### src/rtl/regfile_pkg.sv
// Shared constants and encodings for the register-file writeback path.
package regfile_pkg;

   localparam int DATA_W   = 16;
   localparam int ADDR_W   = 3;
   localparam int NUM_REGS = 8;

   typedef enum logic {
      ST_INIT = 1'b0,
      ST_RUN  = 1'b1
   } state_t;

   typedef enum logic {
      REQ_A = 1'b0,
      REQ_B = 1'b1
   } req_id_t;

endpackage

### src/rtl/rr_arbiter_2.sv
// Combinational 2-way round-robin arbiter; ptr names the requester that wins a tie.
module rr_arbiter_2
   import regfile_pkg::*;
(
   input  logic [1:0] req,
   input  logic       ptr,
   output logic [1:0] gnt
);

   always_comb begin
      gnt    = 2'b00;
      gnt[0] = req[0] & (~req[1] | (ptr == REQ_A));
      gnt[1] = req[1] & (~req[0] | (ptr == REQ_B));
   end

endmodule

### src/rtl/regfile_wb_arbiter.sv
// Write-port owner for the 8x16 register file: init sweep after reset, then
// round-robin writeback between ALU (A) and load (B) with a registered output stage.
module regfile_wb_arbiter #(
   parameter int                DATA_W     = 16,
   parameter int                ADDR_W     = 3,
   parameter logic [DATA_W-1:0] INIT_VALUE = '0,
   parameter bit                R0_ZERO    = 1'b1
) (
   input  logic              clk,
   input  logic              clr,
   input  logic              a_valid,
   input  logic [ADDR_W-1:0] a_addr,
   input  logic [DATA_W-1:0] a_data,
   output logic              a_ready,
   input  logic              b_valid,
   input  logic [ADDR_W-1:0] b_addr,
   input  logic [DATA_W-1:0] b_data,
   output logic              b_ready,
   output logic              Write_En,
   output logic [ADDR_W-1:0] Write_Addr,
   output logic [DATA_W-1:0] Write_Data,
   output logic              init_done,
   output logic [7:0]        stall_cnt
);

   import regfile_pkg::state_t;
   import regfile_pkg::req_id_t;
   import regfile_pkg::ST_INIT;
   import regfile_pkg::ST_RUN;
   import regfile_pkg::REQ_A;
   import regfile_pkg::REQ_B;

   localparam logic [ADDR_W-1:0] LAST_IDX = {ADDR_W{1'b1}};

   state_t            state_q, state_d;
   logic [ADDR_W-1:0] idx_q;
   req_id_t           rr_ptr;
   logic [1:0]        gnt;
   logic              handshake;
   logic              commit;
   logic              stall;
   logic [ADDR_W-1:0] sel_addr;
   logic [DATA_W-1:0] sel_data;

   rr_arbiter_2 u_arb (
      .req ({b_valid, a_valid}),
      .ptr (rr_ptr),
      .gnt (gnt)
   );

   always_ff @(posedge clk) begin
      if (!clr) state_q <= ST_INIT;
      else      state_q <= state_d;
   end

   always_comb begin
      state_d = state_q;
      if (state_q == ST_INIT && idx_q == LAST_IDX) state_d = ST_RUN;
   end

   // Grants only reach the requesters once the sweep is over.
   always_comb begin
      a_ready   = (state_q == ST_RUN) & gnt[0];
      b_ready   = (state_q == ST_RUN) & gnt[1];
      handshake = a_ready | b_ready;
      sel_addr  = a_ready ? a_addr : b_addr;
      sel_data  = a_ready ? a_data : b_data;
      commit    = handshake & ~(R0_ZERO && sel_addr == '0);
      stall     = (state_q == ST_RUN) &
                  ((a_valid & ~a_ready) | (b_valid & ~b_ready));
   end

   always_ff @(posedge clk) begin
      if (!clr) begin
         idx_q      <= '0;
         rr_ptr     <= REQ_A;
         Write_En   <= 1'b0;
         Write_Addr <= '0;
         Write_Data <= '0;
         init_done  <= 1'b0;
         stall_cnt  <= 8'd0;
      end else if (state_q == ST_INIT) begin
         Write_En   <= 1'b1;
         Write_Addr <= idx_q;
         Write_Data <= INIT_VALUE;
         idx_q      <= idx_q + 1'b1;
         if (idx_q == LAST_IDX) init_done <= 1'b1;
      end else begin
         Write_En <= commit;
         if (handshake) begin
            Write_Addr <= sel_addr;
            Write_Data <= sel_data;
            rr_ptr     <= a_ready ? REQ_B : REQ_A;
         end
         if (stall && stall_cnt != 8'hFF) stall_cnt <= stall_cnt + 8'd1;
      end
   end

endmodule
### config.mk
export PLATFORM = sky130hd
export DESIGN_NAME = regfile_wb_arbiter
export DESIGN_NICKNAME = d
export VERILOG_FILES = /design/src/rtl/regfile_pkg.sv /design/src/rtl/rr_arbiter_2.sv /design/src/rtl/regfile_wb_arbiter.sv
export SDC_FILE = /design/constraint.sdc
export NUM_CORES = 1
export LEC_CHECK = 0
export CAP_MARGIN = 20
export CORE_MARGIN = 5
export CORE_UTILIZATION = 42
export CTS_BUF_LIST = sky130_fd_sc_hd__clkbuf_4
export CTS_CLUSTER_SIZE = 20
export DETAILED_ROUTE_END_ITERATION = 10
export HOLD_SLACK_MARGIN = 0.15
export PLACE_DENSITY = 0.81
export SLEW_MARGIN = 40
export SYNTH_ARGS = -nofsm -noshare
export SYNTH_HDL_FRONTEND = slang
export SYNTH_SLANG_ARGS = --single-unit
### constraint.sdc
create_clock -name clk -period 1.6 [get_ports clk]
set_input_delay 0.32 -clock clk [delete_from_list [all_inputs] [get_ports clk]]
set_output_delay 0.32 -clock clk [all_outputs]
set_load 0.05 [all_outputs]
======== Word level (Yosys, flattened, before mapping) ========
Index checks and enable logic that the tools add are counted.
word-level totals
  register bits after elaboration ......... 34
  input port bits ......................... 42
  logic and storage cells ................. 45
operators by class
  $add $sub $neg .......................... 2
  equal/unequal tests ..................... 3
  muxes and demuxes ....................... 6
  bitwise operators ....................... 19
  reductions and logical operators ........ 7
operators with widths
  operator               count
  $mux W16               1
  $mux W3                3
  $add A8 B1 Y8 const B  1
  $and A1 B1 Y1          8
  $ne A8 B8 Y1 const B   1
  $reduce_and A2 Y1      4
  $not A1 Y1             7
  $or A1 B1 Y1           4
  $add A3 B1 Y3 const B  1
  $eq A3 B3 Y1 const B   1
  $logic_not A3 Y1       1
  $logic_and A1 B1 Y1    2
  $mux W1                2
  $ne A2 B1 Y1 const B   1

======== Depth between registers and ports, before layout ========
Gate-level depths: netlist of run 1.
  depth after elaboration ................. 10
  mapped depth ............................ 7
  gate-level depth less buffers ........... 5

======== Modules after synthesis ========
From an unflattened synthesis of run 1, not the netlist that was laid out.
second synthesis, totals
  cell total of the unflattened synthesis .. 188
  area total of the unflattened synthesis .. 1576.5 um^2
by module, submodules not included
  module              times used  cells each  area each (um^2)  sequential area each (um^2)
  regfile_wb_arbiter  1           185         1557.7            660.6
  rr_arbiter_2        1           3           18.8              0.0

======== Worst setup path before layout of run 1 ========
No wires, ideal clock.
  path kind ............................... register to output
  from .................................... register state_q
  to ...................................... output port b_ready
  arrival time ............................ 1.992 ns
  required time ........................... 1.280 ns
  slack ................................... -0.712 ns
  stages on the path, launching flop included .. 5
  buffers on the path ..................... 2
  path through ............................ dfxtp_1 > buf_4 > clkbuf_1 > nand2_1 > a21oi_1
between the ends
  cells in the longest elaborated chain, start to end .. 1
RTL lines
  element                   RTL line                  RTL
  start: declaration        regfile_wb_arbiter.sv:35  state_t state_q, state_d;
  start signal: assignment  regfile_wb_arbiter.sv:53  else state_q <= state_d;
  $and A1 B1 Y1             regfile_wb_arbiter.sv:64  b_ready = (state_q == ST_RUN) & gnt[1];
  end: declaration          regfile_wb_arbiter.sv:18  output logic b_ready,
Every way passes these cells.

======== Worst setup path after layout of run 1 ========
  from .................................... register state_q
  to ...................................... output port a_ready
between the ends
  cells in the longest elaborated chain, start to end .. 1
RTL lines
  element           RTL line                  RTL
  $and A1 B1 Y1     regfile_wb_arbiter.sv:63  a_ready = (state_q == ST_RUN) & gnt[0];
  end: declaration  regfile_wb_arbiter.sv:14  output logic a_ready,
Every way passes these cells.

==> reports/results.ini, run 1 <==
[status]
status = finished clean

[sta]
period_share_pct = 98.3
final-setup-viol-count = 0
rsz0062_at_grt = true
final-hold-violation-count = 0
max_clock_freq_mhz = 636
min_period_ps = 1570
slew_headroom_pct = 73.9
fin_ws_ps = 26.6
worstMarginPinSlew_ps = 387
clock_skew_ps = 7.63
slew_violations = 0

[cts]
cts.sinks = 33
clk_pin_slew_ps = 90
clockBufferDepth = 2
hold_buffers = 0
cts_inserted_buffers = 5
worst_skew_pair.late_latency_ps = 330
htree_levels = 2
cts_root_buffer = clkbuf_4
cts_tree = done

[worst_setup_path]
reg2reg_slack_ps = 110
critPathKind = reg2out
crit_top_cell = buf_12
crit_required_ps = 1280
cp_max_fo = 5
cp-start-kind = flip-flop
cp-end-kind = primary output
critPathMaxStageDelay_ps = 400
path_cells = and2_4 -> nand2_4 -> inv_4 -> buf_12 -> buf_12
cpMaxStageDelayCell = dfxtp_4
critPathArrivalTime_ps = 1250

[finish]
final_cell_area_um2 = 2550
n_antenna_cell = 0
layout_commonest_cell = buf_4
drive_gt1_share_pct = 27.2
final_cell_mix = buf_4, clkdlybuf4s50_1, nand2_1
fin_util_pct = 71.2
fin_nets = 323
area_delta_synth_final_pct = 66.8

[yosys]
syn_area_per_cell_um2 = 8.25
yosys-top-cells-area = dfxtp_1, nand2_1, a311oi_1
ys_warn_count = 0
synth_top_cell_area_share_pct = 43.3
synth.cell_area_um2 = 1530
yosys_register_bits = 33
synth_fp_nets = 230
netlist_instances = 185
ys_seq_area_share_pct = 43.3
yosysTopAreaCell = dfxtp_1
synthDistinctLibCells = 34

[floorplanning]
die_h_um = 70.3
rows = 22
dieArea_um2 = 4940
start_util_pct = 42.7
pin_count = 73
core_area_um2 = 3580
die_w_um = 70.3

[drt]
viasPerCell = 5.09
vias = 1666
drc_errors = 0
dr.pass1.iters = 4
postRouteWirelength_um = 4150
wl_per_cell_um = 12.7
antenna_left = 0
first_iter_violations = 109

[power]
p_leak_nw = 1.02
finalPower_mw = 1.52
vdd_drop_max_uv = 594
p_per_area_nw_per_um2 = 596

[grt]
grt_pass1_vias = 1553
grt_max_degree = 26
grt_overflow = 0
grt_use_total_pct = 17.3
grt_pass1_wl_um = 6850
grt_antenna_before_repair = 0

[placed_design]
placed_area_um2 = 2450
pre_cts_slack_ps = -222
place_congestion = 0.769
placement.io_buffers = 72
hpwl_um = 3230

[worst_hold_path]
hold_path.class = reg2reg

[job]
maxCapViolCount = 0

==> critical path, delay by kind of cell, from the launching register on <==
kind | cells | cell delay [ps]
buffers and inverters | 3 | 300
DFF | 1 | 400
and+or+nand+nor | 2 | 230
==> layer usage <==
metal | wire length (µm) | global-route usage (%) | vias to the layer above
met5 | 0 | 0 | -
met4 | 36 | 5.74 | 0
met3 | 334 | 6.62 | 2
met2 | 2070 | 29.8 | 56
met1 | 1700 | 19.3 | 755
li1 | - | - | 853
==> worst paths after layout <==
check,from,to,cells past startpoint
max,state_q,a_ready,5
min,Write_Data[2],Write_Data[2],2
max reg2reg,stall_cnt[0],stall_cnt[5],5
min reg2reg,Write_Data[2],Write_Data[2],2
==> final cells by class <==
type | count | area (µm²)
inverters | 3 | 13.8
multi-input cells | 140 | 831
fillers | 310 | 1030
repair buffers | 95 | 913
flip-flops and latches | 33 | 672
clock buffers | 7 | 52.6
clock inverters | 1 | 3.75
well taps | 48 | 60.1
==> synth_stat cells, drive strengths merged <==
cell and instances:
ha 3, nor2b 4, o31ai 2, nor2 25, nor3 3, a21o 3, o311ai 1, nand2b 1
xor2 2, o21ai 6, o211ai 1, o21a 5, a311oi 16, inv 3, mux2i 4, or4 2
and3 2, nand4 2, nand3 6, a21oi 7, clkbuf 4, nand2 39, and2 2, dfxtp 33
buf 5, a31oi 4
==> cell families after synthesis <==
group,synth area share (%)
adders and majority gates,2.46
DFF,43.3
xor gates and xnor gates,1.15
muxes,2.62
and+or+nand+nor,25.1
AOI/OAI and AO/OA,21.8
buffers and inverters,3.61
==> power breakdown <==
part | total, mW | internal (mW) | switching, mW
combinational | 0.206 | 0.128 | 0.0781
clock | 0.470 | 0.203 | 0.267
sequential | 0.841 | 0.833 | 0.00817
==> registers in the layout, indices dropped and copies added (netlist names) <==
signal	flops
state_q	1
rr_ptr	1
Write_Data	16
stall_cnt	8
Write_Addr	3
idx_q	3
Write_En	1
==> what timing repair did <==
action,in CTS,in global routing
endpoints found under the setup margin,2,4
gates resized for setup,8,1
buffers inserted,0,2
hold endpoints to repair,0,0
==> through the flow <==
step / hold WS, ps / std cells / setup TNS, ps
2_1_floorplan: 438 / 185 / 0
3_3_place_gp: 477 / 317 / -2400
3_5_place_dp: 486 / 317 / -2920
4_1_cts: 505 / 325 / 0
5_1_grt: 530 / 327 / -37.4
6_report: 500 / 327 / 0
(Power assumes the default switching activity.)
==> inputs of run 2 (changes only) <==
- SLEW_MARGIN: 40 -> unset
==> results of run 2 <==
The final DEF is identical to that of run 1; final timing and power are the same.
